### config.mk
export PLATFORM = sky130hd
export DESIGN_NAME = serial_logic_unit
export DESIGN_NICKNAME = d
export VERILOG_FILES = /design/src/rtl/alu_pkg.sv /design/src/rtl/logic_slice.sv /design/src/rtl/serial_logic_unit.sv
export SDC_FILE = /design/constraint.sdc
export NUM_CORES = 1
export LEC_CHECK = 0
export CAP_MARGIN = 20
export CORE_UTILIZATION = 50
export CTS_CLUSTER_DIAMETER = 200
export CTS_CLUSTER_SIZE = 40
export DETAILED_ROUTE_END_ITERATION = 10
export PLACE_DENSITY_LB_ADDON = 0.15
export SLEW_MARGIN = 40
export SYNTH_ARGS = -nofsm -noshare
export SYNTH_HDL_FRONTEND = slang
export SYNTH_SLANG_ARGS = --single-unit
export TNS_END_PERCENT = 5
### constraint.sdc
create_clock -name clk -period 4.2 [get_ports clk]
set_input_delay 0.42 -clock clk [delete_from_list [all_inputs] [get_ports clk]]
set_output_delay 0.42 -clock clk [all_outputs]
set_load 0.02 [all_outputs]
### src/rtl/alu_pkg.sv
// ---------------------------------------------------------------------------
// alu_pkg
//
// Shared definitions for the datapath logic units.
//   - OP_AND / OP_OR / OP_XOR / OP_NOR : 2-bit bitwise operation codes
//   - state_t                          : control FSM states of the
//                                        digit-serial logic engine
// ---------------------------------------------------------------------------
package alu_pkg;

  // Bitwise operation codes, shared with the single-cycle ALU gates.
  localparam logic [1:0] OP_AND = 2'b00;
  localparam logic [1:0] OP_OR  = 2'b01;
  localparam logic [1:0] OP_XOR = 2'b10;
  localparam logic [1:0] OP_NOR = 2'b11;

  // Control states of the serial engine. The fourth encoding (2'b11) is
  // unused and is steered back to IDLE by the next-state logic.
  typedef enum logic [1:0] {
    IDLE = 2'b00,
    RUN  = 2'b01,
    DONE = 2'b10
  } state_t;

endpackage : alu_pkg

### src/rtl/logic_slice.sv
// ---------------------------------------------------------------------------
// logic_slice
//
// Purely combinational DIGIT-bit bitwise slice. Every bit position has its
// own AND/OR/XOR/NOR gate, and op picks which gate bank drives z.
//
// Ports
//   op  in   2      operation code (see alu_pkg)
//   x   in   DIGIT  first operand digit
//   y   in   DIGIT  second operand digit
//   z   out  DIGIT  x <op> y
// ---------------------------------------------------------------------------
module logic_slice
  import alu_pkg::*;
#(
  parameter int DIGIT = 4
) (
  input  logic [1:0]       op,
  input  logic [DIGIT-1:0] x,
  input  logic [DIGIT-1:0] y,
  output logic [DIGIT-1:0] z
);

  logic [DIGIT-1:0] and_w;
  logic [DIGIT-1:0] or_w;
  logic [DIGIT-1:0] xor_w;
  logic [DIGIT-1:0] nor_w;

  // One gate of each kind per bit position. All four banks are always
  // evaluating; the select below only chooses which one reaches z.
  for (genvar i = 0; i < DIGIT; i++) begin : g_bit
    and u_and (and_w[i], x[i], y[i]);
    or  u_or  (or_w[i],  x[i], y[i]);
    xor u_xor (xor_w[i], x[i], y[i]);
    nor u_nor (nor_w[i], x[i], y[i]);
  end

  // Operation select. The default arm covers OP_NOR, so every 2-bit code
  // maps to a defined gate bank.
  always_comb begin
    z = nor_w;
    case (op)
      OP_AND:  z = and_w;
      OP_OR:   z = or_w;
      OP_XOR:  z = xor_w;
      default: z = nor_w;
    endcase
  end

endmodule : logic_slice

### src/rtl/serial_logic_unit.sv
// ---------------------------------------------------------------------------
// serial_logic_unit
//
// Digit-serial bitwise logic engine. A request carrying two WIDTH-bit
// operands and an opcode is accepted over a valid/ready handshake. The unit
// then processes DIGIT bits per clock, LSB digit first, over N = WIDTH/DIGIT
// RUN cycles. It returns the result and a zero flag over a second
// valid/ready handshake. This is the small sequential counterpart of the
// single-cycle bitwise gates in the ALU.
//
// Ports
//   clk        in   1      clock, rising edge
//   rst        in   1      synchronous active-high reset
//   in_valid   in   1      request valid
//   in_ready   out  1      unit idle and able to accept a request
//   op         in   2      00 AND, 01 OR, 10 XOR, 11 NOR
//   a          in   WIDTH  operand A
//   b          in   WIDTH  operand B
//   out_valid  out  1      result valid (DONE state)
//   out_ready  in   1      consumer accepts the result
//   result     out  WIDTH  a <op> b
//   zero       out  1      result == 0
// ---------------------------------------------------------------------------
module serial_logic_unit
  import alu_pkg::*;
#(
  parameter int WIDTH = 32,
  parameter int DIGIT = 4
) (
  input  logic             clk,
  input  logic             rst,
  input  logic             in_valid,
  output logic             in_ready,
  input  logic [1:0]       op,
  input  logic [WIDTH-1:0] a,
  input  logic [WIDTH-1:0] b,
  output logic             out_valid,
  input  logic             out_ready,
  output logic [WIDTH-1:0] result,
  output logic             zero
);

  localparam int N  = WIDTH / DIGIT;
  localparam int CW = (N > 1) ? $clog2(N) : 1;
  localparam logic [CW-1:0] LAST = CW'(N - 1);

  // A width that does not split into whole digits would leave a partial
  // digit at the top, so it is rejected during elaboration.
  if ((DIGIT < 1) || (WIDTH % DIGIT != 0)) begin : g_param_check
    $error("serial_logic_unit: WIDTH (%0d) must be a multiple of DIGIT (%0d)",
           WIDTH, DIGIT);
  end

  state_t           state;
  state_t           state_next;
  logic [CW-1:0]    count;
  logic [1:0]       op_q;
  logic [WIDTH-1:0] a_sr;
  logic [WIDTH-1:0] b_sr;
  logic [WIDTH-1:0] res_sr;
  logic             zero_q;
  logic [DIGIT-1:0] slice_z;
  logic [WIDTH-1:0] res_shifted;
  logic             accept;
  logic             last_digit;

  // Handshake outputs are decoded from the state alone. The only exception
  // is that in_ready is also forced low while reset is asserted.
  assign in_ready  = (state == IDLE) && !rst;
  assign out_valid = (state == DONE);
  assign result    = res_sr;
  assign zero      = zero_q;

  assign accept     = in_valid && in_ready;
  assign last_digit = (count == LAST);

  // The current low digit of each operand goes through the gate slice.
  logic_slice #(
    .DIGIT (DIGIT)
  ) u_slice (
    .op (op_q),
    .x  (a_sr[DIGIT-1:0]),
    .y  (b_sr[DIGIT-1:0]),
    .z  (slice_z)
  );

  // The result register fills from the top. New digits are shifted in at
  // the MSB end and older digits move right. After N shifts the first
  // (least significant) digit lands at bit 0. Concatenate-then-shift keeps
  // this valid even when a single digit spans the whole width.
  assign res_shifted = WIDTH'({slice_z, res_sr} >> DIGIT);

  // Next-state logic. A request is taken only from IDLE. RUN lasts exactly
  // N cycles. DONE waits indefinitely for the consumer. The unused
  // encoding falls back to IDLE.
  always_comb begin
    state_next = state;
    case (state)
      IDLE:    if (accept)     state_next = RUN;
      RUN:     if (last_digit) state_next = DONE;
      DONE:    if (out_ready)  state_next = IDLE;
      default:                 state_next = IDLE;
    endcase
  end

  // State and datapath registers. Reset wins over everything, so an
  // in-flight operation is simply dropped. On accept, the operands and
  // opcode are snapshotted, which makes later input changes irrelevant.
  // During RUN, the operands and the result all shift by one digit per
  // cycle. The zero flag is captured together with the final result digit,
  // so it always describes the value on the result port in DONE. The
  // counter stops at N-1 and never wraps.
  always_ff @(posedge clk) begin
    if (rst) begin
      state  <= IDLE;
      count  <= '0;
      op_q   <= OP_AND;
      a_sr   <= '0;
      b_sr   <= '0;
      res_sr <= '0;
      zero_q <= 1'b0;
    end else begin
      state <= state_next;
      case (state)
        IDLE: begin
          if (accept) begin
            a_sr  <= a;
            b_sr  <= b;
            op_q  <= op;
            count <= '0;
          end
        end
        RUN: begin
          a_sr   <= a_sr >> DIGIT;
          b_sr   <= b_sr >> DIGIT;
          res_sr <= res_shifted;
          if (last_digit) begin
            zero_q <= (res_shifted == '0);
          end else begin
            count <= count + 1'b1;
          end
        end
        default: ;
      endcase
    end
  end

endmodule : serial_logic_unit

==> run_results.csv, run 1 <==
group,metric,value,unit
finish,n_fill_cell,766,
clock_network,htree_num_levels,3,
logic_synthesis,yosysTopAreaCell,"dfxtp_1",
logic_synthesis,yosys_warnings,0,
logic_synthesis,syn_nets,655,
hold_path,hp-start,"rst",
clock_network,ctsResizeCount,0,
finish,nets,730,
clock_network,clock_path_buffers,2,
clock_network,cts_hold_buffers,0,
logic_synthesis,ys.flop_type,"dfxtp_1",
outcome,status,"complete, but fails checks",
sta,drv_slew,0,
setup_path,ff2ff_path_depth,5,
pwr,leakage,2.07,nW
hold_path,min_path_cells,2,
sta,fmax,464,MHz
global_route,grt_first_pass_wirelength,17900,um
die,core,0.00881,sq mm
logic_synthesis,synthMostInstantiatedCell,"nand2_1",
sta,fin_setup_tns,0,ns
logic_synthesis,synth_top_cells_by_area,"dfxtp_1 (45%), nand2_1 (16%), a311oi_1 (7.1%)",
sta,min_period_over_period,0.514,
finish,syn_to_final_growth,27.0,%
sta,skew,0.0136,ns
die,die_y,97.7,um
setup_path,crit_fanout,5,
sta,grt_setup_unrepaired,"no",
global_route,grt_max_degree,78,
sta,max_slew_margin,0.579,
logic_synthesis,yosysSeqAreaShare,0.455,
logic_synthesis,netlist-cell-type-count,33,
detailed_routing,wl,10900,um
finish,regArea,0.00208,sq mm
clock_network,cts_tree,"built",
setup_path,cp.required,3.78,ns
detailed_routing,antenna_left,0,
placement,hpwl,7380,um
setup_path,r2r_setup_slack,2.17,ns
placement,place_congestion,0.769,
logic_synthesis,syn_area_per_cell,7.97,sq um
placement,placed_cells,746,
pwr,p_per_area,337,mW/mm^2
die,fp.dieArea,0.00955,sq mm
detailed_routing,drc_errors,16,
setup_path,crit_path_end_kind,"output port",
setup_path,critPathKind,"reg -> out",
logic_synthesis,synth.cell_area,0.00458,sq mm
clock_network,root_buffer,"clkbuf_8",
global_route,overflow,0,
global_route,grt_antenna_before_repair,0,
finish,diodes,0,
setup_path,arrival,1.74,ns
detailed_routing,wl_per_cell,14.3,um
sta,post-route-min-period,2.16,ns
pwr,vdd_ir_drop_max,0.219,mV
die,start_util,0.520,
outcome,violations,"DRC",
clock_network,numClockSinks,104,
detailed_routing,drtPass1Iterations,10,
sta,finalHoldViolCount,0,
sta,worstMarginPinSlew,0.632,ns
logic_synthesis,synth.ff_latch_count,104,
detailed_routing,viasPerCell,5.46,
clock_network,cts_buffers,9,
clock_network,path_clk_slew,0.10,ns
sta,hold_slack,0.459,ns
clock_network,clock_latency,0.37,ns
pwr,power.total,1.96,mW
detailed_routing,drt_iter0_drc,155,
die,io_pins,105,
logic_synthesis,synth_edf_count,0,
global_route,grt_pass1_vias,3921,
finish,multi_input_area,0.00225,sq mm
setup_path,rr_endpoint,"a_sr[26]",
placement,port_buffers,104,
hold_path,min_path_type,"in -> reg",
logic_synthesis,ys_top_cells_by_count,"nand2_1 (195), dfxtp_1 (104), nor2_1 (64)",
logic_synthesis,yosysTopAreaCellShare,0.455,
clock_network,postCtsSetupBuffers,0,
die,rows,34,
sta,setup_viol,0,
global_route,gr-usage-all-layers,0.228,
die,die_w,97.7,um
logic_synthesis,async_reset_ff_frac,0,
hold_path,min_to,"b_sr[2]",
logic_synthesis,syn_inst,575,
finish,fin_cells,763,
finish,drive_gt1_frac,0.0779,
setup_path,start_kind,"register",
detailed_routing,vias,4167,
flow_run,drv_cap,0,
setup_path,timing.rr.start,"state[1]",
[cells in the final DEF (no fill, tap or decap), types with 2 or more instances in the layout]
| cell | count |
|---|---|
| a211oi_1 | 5 |
| ha_1 | 10 |
| clkbuf_8 | 9 |
| nor3_1 | 4 |
| mux2i_1 | 2 |
| nand3b_1 | 2 |
| nand2b_1 | 2 |
| nor2b_1 | 3 |
| mux2_2 | 2 |
| inv_1 | 10 |
| a211o_1 | 2 |
| dfxtp_1 | 104 |
| nand3_1 | 4 |
| buf_4 | 7 |
| clkinv_2 | 2 |
| nand4_1 | 2 |
| a21oi_1 | 42 |
| clkdlybuf4s50_1 | 103 |
| nor2_1 | 64 |
| inv_6 | 2 |
| nor4_1 | 6 |
| a311oi_2 | 19 |
| o21ai_0 | 2 |
| a311oi_1 | 37 |
| nand2_1 | 194 |
[registers in the layout, indices dropped and copies added (netlist names)]
signal  flops
a_sr       32
b_sr       32
count       3
op_q        2
result     32
state       2
zero        1
[routing by layer]
metal,track usage,part of all wire,vias to the layer above
met4,0.0699,0.010,0
met2,0.387,0.49,116
met3,0.0468,0.047,12
met1,0.293,0.45,1931
li1,-,-,2108
met5,0,0,-
[worst max-delay path by stage]
stage              from  endpoint
3_5_place_dp   in_valid   a_sr[5]
3_3_place_gp   in_valid   a_sr[6]
5_1_grt        state[0]  in_ready
6_report       state[0]  in_ready
2_1_floorplan       rst  b_sr[10]
4_1_cts        state[0]   a_sr[5]
[stage by stage]
step	worst slack, ns	utilization	instance area, sq um
2_1_floorplan	2.41	-	4580
3_3_place_gp	1.83	0.635	5590
3_5_place_dp	1.69	0.638	5620
4_1_cts	1.94	0.657	5790
5_1_grt	1.97	0.661	5820
6_report	2.04	0.661	5820
[final cells by class]
| type | count | area share |
|---|---|---|
| clock inverters | 6 | 0.00753 |
| clock buffers | 10 | 0.0219 |
| flip-flops and latches | 104 | 0.358 |
| well taps | 108 | 0.0232 |
| inverters | 10 | 0.00645 |
| multi-input cells | 412 | 0.387 |
| repair buffers | 113 | 0.196 |
[where the power goes]
part           switching, mW  leakage (nW)  internal (mW)
clock                  0.345        0.0870          0.219
sequential            0.0399         0.851           1.04
combinational          0.165          1.13          0.148
total                  0.550          2.07           1.41
[worst max-delay path: stages (launching register included)]
cell,delay (ns)
dfxtp_1,0.39
nor3_2,0.31
clkdlybuf4s50_1,0.67
[logic make-up after synthesis]
kind of cell / after synthesis / synth area share
AO/OA/AOI/OAI: 110 / 0.200
buffers and inverters: 59 / 0.0576
flip-flops: 104 / 0.455
adder cells (fa/ha/maj): 10 / 0.0273
multiplexers: 4 / 0.00929
AND/OR/NAND/NOR: 288 / 0.252
No activity file was read; power rests on OpenSTA's default activity.
==> run 2: changes to the inputs <==
==> constraint.sdc (replaced) <==
create_clock -name clk -period 2.1 [get_ports clk]
set_input_delay 0.21 -clock clk [delete_from_list [all_inputs] [get_ports clk]]
set_output_delay 0.21 -clock clk [all_outputs]
set_load 0.02 [all_outputs]
==> run 2 against run 1 <==
  * The run still ends with DRC left
  * First-iteration DRC count rose by 45%
  * Non-clock buffer count rose by 2
  * Largest power group unchanged
  * Sequential share of layout area fell by 0.24 points
==> run_results.csv, run 2 (same netlist as run 1, synthesis figures left out) <==
group,metric,value,unit
setup_path,cp.required,1.89,ns
setup_path,critPathKind,"reg -> out",
global_route,grt_max_degree,98,
setup_path,arrival,1.67,ns
die,rows,34,
die,core,0.00881,sq mm
die,start_util,0.520,
clock_network,htree_num_levels,3,
placement,hpwl,7270,um
sta,grt_setup_unrepaired,"no",
finish,diodes,0,
finish,nets,732,
detailed_routing,wl_per_cell,14.2,um
clock_network,clock_latency,0.35,ns
sta,fin_setup_tns,0,ns
die,io_pins,105,
sta,drv_slew,0,
sta,finalHoldViolCount,0,
clock_network,cts_buffers,9,
detailed_routing,wl_met3,465,um
die,fp.dieArea,0.00955,sq mm
placement,port_buffers,104,
finish,n_fill_cell,755,
clock_network,clock_path_buffers,2,
pwr,p_per_area,677,mW/mm^2
sta,setup_viol,0,
pwr,leakage,2.08,nW
die,die_w,97.7,um
clock_network,postCtsSetupBuffers,0,
finish,drive_gt1_frac,0.0779,
detailed_routing,antenna_left,0,
sta,skew,0.00663,ns
clock_network,cts_tree,"built",
detailed_routing,drc_errors,16,
global_route,overflow,0,
detailed_routing,viasPerCell,5.44,
setup_path,slowest_stage,"clkdlybuf4s50_1",
detailed_routing,drtPass1Iterations,8,
die,die_y,97.7,um
finish,fin_cells,763,
placement,placed_area,0.00568,sq mm
global_route,grt_first_pass_wirelength,17900,um
finish,finalInstanceArea,0.00586,sq mm
detailed_routing,top_layer,"met4",
sta,min_period_over_period,0.896,
finish,final_cell_mix,"nand2_1 (194), dfxtp_1 (104), clkdlybuf4s50_1 (103)",
setup_path,cp_cell_sequence,"nor3_2 -> clkdlybuf4s50_1",
global_route,gr-usage-all-layers,0.231,
setup_path,crit_path_end_kind,"output port",
detailed_routing,dr_wl_met2,5370,um
outcome,status,"complete, but fails checks",
sta,post-route-min-period,1.88,ns
clock_network,cts_hold_buffers,0,
pwr,vdd_ir_drop_max,0.428,mV
clock_network,numClockSinks,104,
global_route,grt_pass1_vias,3794,
clock_network,ctsResizeCount,0,
hold_path,min_path_type,"in -> reg",
detailed_routing,drt_iter0_drc,224,
placement,placed_cells,749,
clock_network,root_buffer,"clkbuf_8",
placement,place_congestion,0.790,
sta,max_slew_margin,0.643,
sta,fmax,531,MHz
setup_path,cpPeakStageDelay,0.65,ns
setup_path,start_kind,"register",
flow_run,drv_cap,0,
setup_path,crit_fanout,5,
detailed_routing,wl_met1,4900,um
sta,worstMarginPinSlew,0.531,ns
detailed_routing,vias,4152,
finish,final_common_cell,"nand2_1",
global_route,grt_antenna_before_repair,0,
detailed_routing,wl,10800,um
outcome,violations,"DRC",
sta,hold_slack,0.338,ns
clock_network,path_clk_slew,0.09,ns
finish,syn_to_final_growth,27.9,%
[run 2: final cells by class]
cell class	instances	area (sq um)	area share
well taps	108	135	0.0231
repair buffers	115	1180	0.202
clock inverters	4	47.5	0.00811
multi-input cells	412	2250	0.383
flip-flops and latches	104	2080	0.355
clock buffers	10	128	0.0218
inverters	10	37.5	0.00641
[run 2: worst max-delay path: cells and delay by family (launching register included)]
family                 cells  cell delay (ns)
and+or+nand+nor            1             0.28
buffers and inverters      1             0.65
DFF                        1             0.39
[run 2: routing by layer]
layer	up-vias	GRT usage
met5	-	0
met4	0	0.0583
met3	8	0.0525
met2	103	0.378
met1	1938	0.307
li1	2103	-
[run 2: final timing paths]
kind	endpoint	from	slack, ns	depth (start not counted)
worst min-delay path	zero	rst	0.34	5
worst max-delay path	in_ready	state[0]	0.22	2
worst min register to register	b_sr[31]	b_sr[31]	0.46	2
worst max register to register	a_sr[1]	state[0]	0.34	5
[run 2: power by group]
group / switching, mW / leakage [nW] / internal, mW
registers: 0.0801 / 0.851 / 2.08
logic: 0.328 / 1.14 / 0.306
clock network: 0.637 / 0.0880 / 0.536
total: 1.05 / 2.08 / 2.92
[run 2: stage by stage]
stage / worst slack (ns) / util / power [mW]
floorplan: 0.498 / - / 2.58
global placement: 0.390 / 0.645 / 2.82
detailed placement: 0.310 / 0.645 / 2.84
CTS: 0.195 / 0.665 / 4.00
global route: 0.131 / 0.665 / 4.17
finish: 0.218 / 0.665 / 3.97
==> run 3: changes to the inputs <==
--- a/config.mk
+++ b/config.mk
@@ -10,7 +10,7 @@
 export CTS_CLUSTER_DIAMETER = 200
 export CTS_CLUSTER_SIZE = 40
 export DETAILED_ROUTE_END_ITERATION = 10
-export PLACE_DENSITY_LB_ADDON = 0.15
+export PLACE_DENSITY = 0.79
 export SLEW_MARGIN = 40
 export SYNTH_ARGS = -nofsm -noshare
 export SYNTH_HDL_FRONTEND = slang
==> run 3 against run 2 <==
  * The run still ends with DRC left
  * Sequential cell count unchanged
  * Critical path depth unchanged
  * Die area unchanged
  * Via count increased by 1.0%
  * Register-to-register slack improved by 0.04 ns
  * Clock power decreased by 3%
  * Critical endpoint unchanged
  * Highest routed layer unchanged
==> run_results.csv, run 3 (same netlist as run 1, synthesis figures left out) <==
group,metric,value,unit
outcome,status,"complete, but fails checks",
outcome,violations,"DRC",
clock_network,cts_buffers,9,
detailed_routing,drt_iter0_drc,228,
sta,drv_slew,0,
pwr,sw_frac_of_total,0.276,
placement,hpwl,7190,um
finish,fin_cells,762,
clock_network,htree_num_levels,3,
sta,min_period_over_period,0.886,
pwr,vdd_ir_drop_max,0.366,mV
die,die_y,97.7,um
sta,fin_setup_tns,0,ns
sta,worstMarginPinSlew,0.476,ns
detailed_routing,drc_errors,16,
global_route,grt_antenna_before_repair,0,
detailed_routing,vias,4194,
clock_network,numClockSinks,104,
sta,finalHoldViolCount,0,
setup_path,arrival,1.65,ns
sta,fmax,537,MHz
sta,grt_setup_unrepaired,"no",
die,start_util,0.520,
setup_path,cp.required,1.89,ns
pwr,leakage,2.06,nW
placement,place_congestion,0.780,
pwr,p_switching,1.08,mW
sta,post-route-min-period,1.86,ns
finish,syn_to_final_growth,27.2,%
clock_network,path_clk_slew,0.09,ns
die,die_w,97.7,um
global_route,grt_first_pass_wirelength,17800,um
finish,final_cell_mix,"nand2_1 (194), dfxtp_1 (104), clkdlybuf4s50_1 (103)",
finish,diodes,0,
setup_path,crit_path_end_kind,"output port",
die,fp.dieArea,0.00955,sq mm
finish,final_common_cell,"nand2_1",
clock_network,root_buffer,"clkbuf_8",
pwr,p_per_area,673,mW/mm^2
setup_path,start_kind,"register",
pwr,clock_power_share,0.289,
global_route,gr-usage-all-layers,0.229,
clock_network,ctsResizeCount,0,
pwr,seq_power_share,0.551,
detailed_routing,wl_per_cell,14.0,um
clock_network,cts_tree,"built",
placement,placed_cells,747,
detailed_routing,antenna_left,0,
global_route,grt_pass1_vias,3924,
pwr,pwr-share-comb,0.160,
die,core,0.00881,sq mm
finish,drive_gt1_frac,0.0780,
clock_network,clock_path_buffers,2,
finish,nets,730,
die,rows,34,
placement,port_buffers,104,
sta,skew,0.00995,ns
flow_run,drv_cap,0,
sta,max_slew_margin,0.680,
pwr,cellInternalPower,2.84,mW
global_route,overflow,0,
setup_path,critPathKind,"reg -> out",
detailed_routing,viasPerCell,5.50,
sta,setup_viol,0,
hold_path,min_path_type,"in -> reg",
sta,hold_slack,0.333,ns
clock_network,cts_hold_buffers,0,
clock_network,postCtsSetupBuffers,0,
detailed_routing,drtPass1Iterations,7,
global_route,grt_max_degree,98,
setup_path,crit_fanout,5,
clock_network,clock_latency,0.37,ns
detailed_routing,wl,10700,um
die,io_pins,105,
-- run 3: changes by cell type in the layout (fill, tap and decap cells not counted), sizes merged --
cell | previous run | this run
buf | 12 | 10
bufinv | 1 | 0
clkinv | 2 | 3
clkinvlp | 1 | 2
-- run 3: metrics by stage --
step | area, sq um | utilization | power (mW) | worst slack [ns]
after detailed placement | 5660 | 0.642 | 2.83 | 0.408
final | 5830 | 0.662 | 3.92 | 0.239
after floorplan | 4580 | - | 2.58 | 0.498
after global placement | 5660 | 0.642 | 2.81 | 0.435
after CTS | 5830 | 0.662 | 3.93 | 0.210
after global routing | 5830 | 0.662 | 4.09 | 0.145
-- run 3: cell type report --
| type | count | area, sq um |
|---|---|---|
| sequential | 104 | 2080 |
| inverter | 10 | 37.5 |
| fill | 740 | 2980 |
| clock buffer | 10 | 138 |
| timing repair buffer | 113 | 1160 |
| multi-input combinational | 412 | 2250 |
| clock inverter | 5 | 33.8 |
| tap | 108 | 135 |
-- run 3: routing by layer --
metal | vias to the layer above | track usage | wire length [um]
met5 | - | 0 | 0
met2 | 115 | 0.381 | 5130
met3 | 12 | 0.0561 | 595
met1 | 1969 | 0.291 | 4820
li1 | 2098 | - | -
met4 | 0 | 0.0734 | 128
-- run 3: path summary, 6_finish.rpt --
| check | cells after the start | start | endpoint | slack [ns] |
|---|---|---|---|---|
| worst min-delay path | 5 | rst | zero | 0.33 |
| worst max-delay path | 2 | state[0] | in_ready | 0.24 |
| worst min register to register | 2 | result[0] | result[0] | 0.46 |
| worst max register to register | 4 | result[22] | zero | 0.38 |
-- run 3: worst max-delay path, stage by stage (launching register included) --
cell and delay [ns]:
dfxtp_1 0.38, nor3_2 0.25, clkdlybuf4s50_1 0.65
-- run 3: power groups by stage --
stage	sequential [mW]	clock (mW)	combinational [mW]
2_1_floorplan	2.19	0	0.390
3_3_place_gp	2.20	0	0.611
3_5_place_dp	2.20	0	0.626
4_1_cts	2.16	1.14	0.629
5_1_grt	2.17	1.23	0.692
6_report	2.16	1.13	0.628
